$ cat src/rtl/sm_trace_buffer_pkg.sv
// Shared types and constants for the instruction-trace capture block.
package sm_trace_pkg;

  // One trace entry is {pc, instr}
  localparam int unsigned TRACE_ENTRY_W = 64;

  typedef logic [TRACE_ENTRY_W-1:0] trace_entry_t;

  // Capture state machine
  typedef enum logic [1:0] {
    ARMED  = 2'd0,
    POST   = 2'd1,
    FROZEN = 2'd2
  } trace_state_e;

endpackage

$ cat src/rtl/sm_trace_buffer_if.sv
// Capture/readout bundle of sm_trace_buffer. The master side is the CPU tap plus host,
// the slave side is the trace buffer itself.
interface sm_trace_buffer_if #(
  parameter int unsigned DEPTH_LOG2 = 4
);
  import sm_trace_pkg::*;

  logic                     cpuEn;
  logic [31:0]              pc;
  logic [31:0]              instr;
  logic                     trigger;
  logic                     rearm;
  logic                     rdReq;
  logic                     rdValid;
  logic [TRACE_ENTRY_W-1:0] rdData;
  logic [DEPTH_LOG2:0]      count;
  logic                     frozen;

  modport master (
    output cpuEn, pc, instr, trigger, rearm, rdReq,
    input  rdValid, rdData, count, frozen
  );

  modport slave (
    input  cpuEn, pc, instr, trigger, rearm, rdReq,
    output rdValid, rdData, count, frozen
  );

endinterface

$ cat src/rtl/sm_trace_buffer_ram.sv
// Simple dual-port synchronous RAM for trace entries: one write port, one read port with
// a registered output. The read register only updates on an enabled read so the host
// sees the last popped entry held steady.
module sm_trace_ram
  import sm_trace_pkg::*;
#(
  parameter int unsigned DEPTH_LOG2 = 4
) (
  input  logic                     clk,
  input  logic                     rst_n,
  input  logic                     i_wr_en,
  input  logic [DEPTH_LOG2-1:0]    i_wr_addr,
  input  logic [TRACE_ENTRY_W-1:0] i_wr_data,
  input  logic                     i_rd_en,
  input  logic [DEPTH_LOG2-1:0]    i_rd_addr,
  output logic [TRACE_ENTRY_W-1:0] o_rd_data
);

  logic [TRACE_ENTRY_W-1:0] r_mem [0:(2**DEPTH_LOG2)-1];
  logic [TRACE_ENTRY_W-1:0] r_rd_data;

  // Storage array: no reset, contents are masked by the entry count
  always_ff @(posedge clk) begin
    if (i_wr_en) begin
      r_mem[i_wr_addr] <= i_wr_data;
    end
  end

  // Read register: 1-cycle latency, holds between reads, cleared by reset
  always_ff @(posedge clk or negedge rst_n) begin
    if (!rst_n) begin
      r_rd_data <= '0;
    end else if (i_rd_en) begin
      r_rd_data <= r_mem[i_rd_addr];
    end
  end

  assign o_rd_data = r_rd_data;

endmodule

$ cat src/rtl/sm_trace_buffer.sv
// Instruction-trace capture stage. Records {pc, instr} on every CPU-enabled cycle into a
// circular buffer, stops POST_COUNT captures after the triggering capture, then lets the
// host pop the frozen history oldest-first.
// Optional build macro SM_TRACE_NOP_FILTER_EN: when defined, cycles with instr == 0 are
// neither captured nor counted toward the post-trigger window, and cannot trigger.
module sm_trace_buffer
  import sm_trace_pkg::*;
#(
  parameter int unsigned DEPTH_LOG2 = 4,
  parameter int unsigned POST_COUNT = 8
) (
  input logic              clk,
  input logic              rst_n,
  sm_trace_buffer_if.slave io_trace
);

  localparam logic [DEPTH_LOG2:0]   CountFull = {1'b1, {DEPTH_LOG2{1'b0}}};
  localparam logic [DEPTH_LOG2-1:0] PostLoad  = DEPTH_LOG2'(POST_COUNT);
  localparam logic [DEPTH_LOG2-1:0] PostLast  = DEPTH_LOG2'(1);

  trace_state_e              r_state;
  logic                      r_frozen;
  logic [DEPTH_LOG2-1:0]     r_post_cnt;
  logic [DEPTH_LOG2-1:0]     r_wr_ptr;
  logic [DEPTH_LOG2-1:0]     r_rd_ptr;
  logic [DEPTH_LOG2:0]       r_count;
  logic                      r_rd_valid;

  logic                      w_keep;
  logic                      w_cap;
  logic                      w_rd;
  logic                      w_full;
  logic [TRACE_ENTRY_W-1:0]  w_rd_data;

`ifdef SM_TRACE_NOP_FILTER_EN
  assign w_keep = (io_trace.instr != 32'h0);
`else
  assign w_keep = 1'b1;
`endif

  // A capture happens on a kept CPU cycle while recording; rearm wins over everything
  assign w_cap  = io_trace.cpuEn & w_keep & ~io_trace.rearm & (r_state != FROZEN);
  // A pop is accepted only from a frozen, non-empty buffer
  assign w_rd   = io_trace.rdReq & ~io_trace.rearm & (r_state == FROZEN) & (r_count != '0);
  assign w_full = (r_count == CountFull);

  // Capture FSM: trigger/post-window tracking and the registered frozen flag
  always_ff @(posedge clk or negedge rst_n) begin
    if (!rst_n) begin
      r_state    <= ARMED;
      r_frozen   <= 1'b0;
      r_post_cnt <= '0;
    end else if (io_trace.rearm) begin
      r_state    <= ARMED;
      r_frozen   <= 1'b0;
      r_post_cnt <= '0;
    end else if (w_cap) begin
      unique case (r_state)
        ARMED: begin
          // Trigger only counts when its cycle is actually stored
          if (io_trace.trigger) begin
            if (POST_COUNT == 0) begin
              r_state  <= FROZEN;
              r_frozen <= 1'b1;
            end else begin
              r_post_cnt <= PostLoad;
              r_state    <= POST;
            end
          end
        end
        POST: begin
          r_post_cnt <= r_post_cnt - 1'b1;
          if (r_post_cnt == PostLast) begin
            r_state  <= FROZEN;
            r_frozen <= 1'b1;
          end
        end
        default: ;
      endcase
    end
  end

  // Pointers and occupancy; a full buffer drags the read pointer along on each capture
  always_ff @(posedge clk or negedge rst_n) begin
    if (!rst_n) begin
      r_wr_ptr <= '0;
      r_rd_ptr <= '0;
      r_count  <= '0;
    end else if (io_trace.rearm) begin
      r_wr_ptr <= '0;
      r_rd_ptr <= '0;
      r_count  <= '0;
    end else if (w_cap) begin
      r_wr_ptr <= r_wr_ptr + 1'b1;
      if (w_full) begin
        r_rd_ptr <= r_rd_ptr + 1'b1;
      end else begin
        r_count <= r_count + 1'b1;
      end
    end else if (w_rd) begin
      r_rd_ptr <= r_rd_ptr + 1'b1;
      r_count  <= r_count - 1'b1;
    end
  end

  // Read-valid strobe tracks the RAM's 1-cycle read latency
  always_ff @(posedge clk or negedge rst_n) begin
    if (!rst_n) begin
      r_rd_valid <= 1'b0;
    end else begin
      r_rd_valid <= w_rd;
    end
  end

  sm_trace_ram #(
    .DEPTH_LOG2 (DEPTH_LOG2)
  ) u_ram (
    .clk       (clk),
    .rst_n     (rst_n),
    .i_wr_en   (w_cap),
    .i_wr_addr (r_wr_ptr),
    .i_wr_data ({io_trace.pc, io_trace.instr}),
    .i_rd_en   (w_rd),
    .i_rd_addr (r_rd_ptr),
    .o_rd_data (w_rd_data)
  );

  assign io_trace.rdValid = r_rd_valid;
  assign io_trace.rdData  = w_rd_data;
  assign io_trace.count   = r_count;
  assign io_trace.frozen  = r_frozen;

endmodule

$ cat src/flat_wrapper.sv
// flat-port wrapper written by rule: the top's interface ports become plain ports
module sm_trace_buffer_flat import sm_trace_pkg::*;
#(
  parameter int unsigned DEPTH_LOG2 = 4,
  parameter int unsigned POST_COUNT = 8
)
  (clk, rst_n, io_trace_cpuEn, io_trace_pc, io_trace_instr, io_trace_trigger, io_trace_rearm, io_trace_rdReq, io_trace_rdValid, io_trace_rdData, io_trace_count, io_trace_frozen);
  sm_trace_buffer_if #(.DEPTH_LOG2(DEPTH_LOG2)) io_trace_i ();
  input logic clk;
  input logic rst_n;
  input wire logic [$bits(io_trace_i.cpuEn)-1:0] io_trace_cpuEn;
  input wire logic [$bits(io_trace_i.pc)-1:0] io_trace_pc;
  input wire logic [$bits(io_trace_i.instr)-1:0] io_trace_instr;
  input wire logic [$bits(io_trace_i.trigger)-1:0] io_trace_trigger;
  input wire logic [$bits(io_trace_i.rearm)-1:0] io_trace_rearm;
  input wire logic [$bits(io_trace_i.rdReq)-1:0] io_trace_rdReq;
  output wire logic [$bits(io_trace_i.rdValid)-1:0] io_trace_rdValid;
  output wire logic [$bits(io_trace_i.rdData)-1:0] io_trace_rdData;
  output wire logic [$bits(io_trace_i.count)-1:0] io_trace_count;
  output wire logic [$bits(io_trace_i.frozen)-1:0] io_trace_frozen;
  assign io_trace_i.cpuEn = io_trace_cpuEn;
  assign io_trace_i.pc = io_trace_pc;
  assign io_trace_i.instr = io_trace_instr;
  assign io_trace_i.trigger = io_trace_trigger;
  assign io_trace_i.rearm = io_trace_rearm;
  assign io_trace_i.rdReq = io_trace_rdReq;
  assign io_trace_rdValid = io_trace_i.rdValid;
  assign io_trace_rdData = io_trace_i.rdData;
  assign io_trace_count = io_trace_i.count;
  assign io_trace_frozen = io_trace_i.frozen;
  sm_trace_buffer #(.DEPTH_LOG2(DEPTH_LOG2), .POST_COUNT(POST_COUNT)) u_core (.clk(clk), .rst_n(rst_n), .io_trace(io_trace_i));
endmodule
$ cat config.mk
export PLATFORM = sky130hd
export DESIGN_NAME = sm_trace_buffer_flat
export DESIGN_NICKNAME = d
export VERILOG_FILES = /design/src/rtl/sm_trace_buffer_pkg.sv /design/src/rtl/sm_trace_buffer_if.sv /design/src/rtl/sm_trace_buffer_ram.sv /design/src/rtl/sm_trace_buffer.sv /design/src/flat_wrapper.sv
export SDC_FILE = /design/constraint.sdc
export NUM_CORES = 1
export LEC_CHECK = 0
export CAP_MARGIN = 20
export CORE_ASPECT_RATIO = 1.4
export CORE_MARGIN = 2
export CORE_UTILIZATION = 35
export DETAILED_ROUTE_END_ITERATION = 16
export GPL_ROUTABILITY_DRIVEN = 1
export PLACE_DENSITY_LB_ADDON = 0.05
export SLEW_MARGIN = 25
export SYNTH_ARGS = -nofsm -noshare
export SYNTH_HDL_FRONTEND = slang
export SYNTH_SLANG_ARGS = --single-unit
export TNS_END_PERCENT = 10
$ cat constraint.sdc
create_clock -name clk -period 9.8 [get_ports clk]
set_input_delay 1.96 -clock clk [delete_from_list [all_inputs] [get_ports clk]]
set_output_delay 1.96 -clock clk [all_outputs]
set_load 0.005 [all_outputs]
==> flow_metrics.env <==
export IMPL_layout_nets=2134
export IMPL_cts_sinks=1109
export IMPL_synth_top_area_cell="edfxtp_1"
export IMPL_ys_seq_area_share_pct=77.5
export IMPL_yosysUniqueCellTypes=48
export IMPL_synth_simple_area_share_pct=0.843
export IMPL_drv_slew=0
export IMPL_start_kind="primary input"
export IMPL_crit_arrival_ns=5.50
export IMPL_multi_input_area_mm2=0.00899
export IMPL_maxCapViolations=0
export IMPL_powerDensity_mw_per_mm2=212
export IMPL_fill_cells=10600
export IMPL_synth_seq_cells=1109
export IMPL_cts_hold_buf=0
export IMPL_wirelength_mm=113
export IMPL_cts_root_buffer_cell="clkbuf_16"
export IMPL_critPathMaxStageDelay_ns=0.92
export IMPL_drc=0
export IMPL_synth_edf_count=1024
export IMPL_num_rows=151
export IMPL_finalCriticalPeriod_ns=5.19
export IMPL_port_buffers=140
export IMPL_gr_total_overflow=0
export IMPL_start_util_pct=35.1
export IMPL_cts_tree="built"
export IMPL_coreArea_mm2=0.121
export IMPL_routedWlPerCell_um=30.1
export IMPL_hpwl_mm=64.5
export IMPL_drt_initial_drc_count=1450
export IMPL_syn_area_per_cell_um2=22.8
export IMPL_min_path_type="reg -> reg"
export IMPL_finalCritPeriodShare_pct=53.0
export IMPL_relSlewSlack_pct=25.8
export IMPL_status="finished clean"
export IMPL_cpMaxStageDelayCell="clkdlybuf4s50_1"
export IMPL_cts_setup_buffers=0
export IMPL_cp_end_kind="register"
export IMPL_cp_cell_sequence="clkdlybuf4s50_1, nor3_1, nand2_1, nor2_4, buf_4"
export IMPL_clock_skew_ns=0.0267
export IMPL_ctsResizeCount=0
export IMPL_seqCellArea_mm2=0.0329
export IMPL_syn_area_mm2=0.0424
export IMPL_dr_pass1_iters=5
export IMPL_setup_viol=0
export IMPL_rsz0062_at_grt="false"
export IMPL_h_tree_depth=3
export IMPL_layout_drive_gt1_share_pct=29.4
export IMPL_synthFlopType="edfxtp_1"
export IMPL_required_ns=10.11
export IMPL_tightest_slew_ns=1.11
export IMPL_timing_fmax_ghz=0.193
export IMPL_synth_net_count=1944
export IMPL_ys_async_sr_fraction_pct=7.66
export IMPL_clock_path_buffers=3
export IMPL_routabilityCongestion=0.735
export IMPL_ys_warnings_count=0
export IMPL_vias=19500
export IMPL_vdd_drop_max_v=0.000123
export IMPL_cp_max_fo=41
export IMPL_netlist_instances=1862
export IMPL_fin_area_mm2=0.0495
export IMPL_numCtsBuffers=115
export IMPL_p_leak_nw=15.2
export IMPL_clock_latency_ns=0.70
export IMPL_groute_usage_overall_pct=18.4
export IMPL_die_y_um=416
export IMPL_worst_r2r_setup_slack_ns=6.26
export IMPL_grt_pass1_vias=21500
export IMPL_synth_adder_area_share_pct=0.372
export IMPL_grt_pass1_wl_mm=161
export IMPL_die_w_um=298
export IMPL_dieArea_mm2=0.124
export IMPL_postPlaceCellArea_mm2=0.0456
export IMPL_synthMuxAreaShare_pct=15.4
export IMPL_synth_top_family_by_area="multiplexers"
export IMPL_hold_violations=0
export IMPL_path_class="in -> reg"
export IMPL_antenna_found_initial=2
export IMPL_grt_max_degree=126
export IMPL_yosys_top_cells_area="edfxtp_1 72%, mux4_2 14%, dfrtp_1 5.0%"
export IMPL_synth_xor_area_share_pct=0.0826
export IMPL_drtAntennaViolNets=0
export IMPL_area_growth_syn_to_layout_pct=16.7
export IMPL_pin_count=141
export IMPL_synth_compound_area_share_pct=4.23
export IMPL_clk_pin_slew_ns=0.06
export IMPL_synth_top_area_share_pct=72.5
export IMPL_total_power_mw=10.5
export IMPL_tns_ns=0
export IMPL_viasPerCell=5.19
==> where the power goes <==
part / internal, mW / switching [mW]
Clock: 2.58 / 1.82
Combinational: 0.366 / 0.333
Sequential: 5.28 / 0.0957
==> layout by cell type, fill, tap and decap left out, types with 19 or more instances in the layout <==
| master | Yosys | routed |
|---|---|---|
| a21oi_1 | 67 | 67 |
| o22ai_1 | 66 | 66 |
| o22ai_2 | 63 | 63 |
| clkinv_2 | 0 | 28 |
| mux2_2 | 64 | 64 |
| buf_4 | 11 | 32 |
| edfxtp_1 | 1024 | 1024 |
| clkbuf_1 | 31 | 23 |
| dfrtp_1 | 85 | 82 |
| clkbuf_16 | 0 | 117 |
| clkdlybuf4s50_1 | 0 | 139 |
| mux4_2 | 256 | 256 |
| clkinv_1 | 0 | 19 |
==> cells in the mapped netlist (all sizes together), types with 3 or more instances <==
master / number
edfxtp: 1024
mux4: 256
o22ai: 129
dfrtp: 85
a21oi: 77
buf: 74
mux2: 67
clkbuf: 31
nor2: 24
nor3: 12
ha: 11
inv: 10
nand3: 10
nand2: 8
nand2b: 6
o21ai: 5
a21o: 3
==> state kept, by name, summed over array words and instances (netlist names) <==
register                 flops
u_core.io_trace.count        5
u_core.u_ram.o_rd_data      64
u_core.r_rd_ptr              4
u_core.io_trace.rdValid      1
u_core.io_trace.frozen       1
u_core.r_post_cnt            4
u_core.u_ram.r_mem        1024
u_core.r_state               2
u_core.r_wr_ptr              4
==> critical path: cells and delay by family <==
family,cells,cell delay (ns)
AND/OR/NAND/NOR,3,1.76
buffers and inverters,2,1.69
==> per-stage QoR <==
stage | hold WS, ns | setup slack (ns) | instances | util, %
floorplan | 0.486 | 2.27 | 1862 | -
CTS | 0.515 | 4.49 | 3753 | 40.9
global placement | 0.493 | 3.90 | 3537 | 37.8
global route | 0.532 | 4.41 | 3757 | 41.0
detailed placement | 0.501 | 3.76 | 3537 | 37.8
finish | 0.518 | 4.61 | 3758 | 41.0
==> layout make-up <==
type / count / area share, %
well taps: 1606 / 4.06
flip-flops and latches: 1109 / 66.4
clock inverters: 64 / 1.24
diodes: 1 / 0.00505
repair buffers: 178 / 3.62
inverters: 10 / 0.0859
multi-input cells: 638 / 18.2
clock buffers: 152 / 6.42
==> path summary, 6_finish.rpt <==
kind | start | end | cells after the start
max | io_trace_rearm | u_core.u_ram.r_mem[14][22] | 5
min | u_core.io_trace.frozen | u_core.io_trace.frozen | 2
max reg2reg | u_core.r_rd_ptr[0] | u_core.u_ram.o_rd_data[8] | 6
min reg2reg | u_core.io_trace.frozen | u_core.io_trace.frozen | 2
max in group asynchronous | rst_n | u_core.r_rd_ptr[2] | 2
min in group asynchronous | rst_n | u_core.u_ram.o_rd_data[50] | 1
==> logic make-up after synthesis <==
logic type,after synthesis
xor+xnor,4
simple gates,71
fa+ha+maj,12
flops,1109
mux,323
compound gates,228
buf+inv,115
==> layer usage <==
layer  up-vias  GRT usage (%)  wire length (µm)
met5         -              0                27
met1     10700           21.4             43900
met4         4           7.50              4390
li1       8280              -                 -
met3       178           2.49              3250
met2       379           33.8             61400
Power figures use the tool's default switching activity.
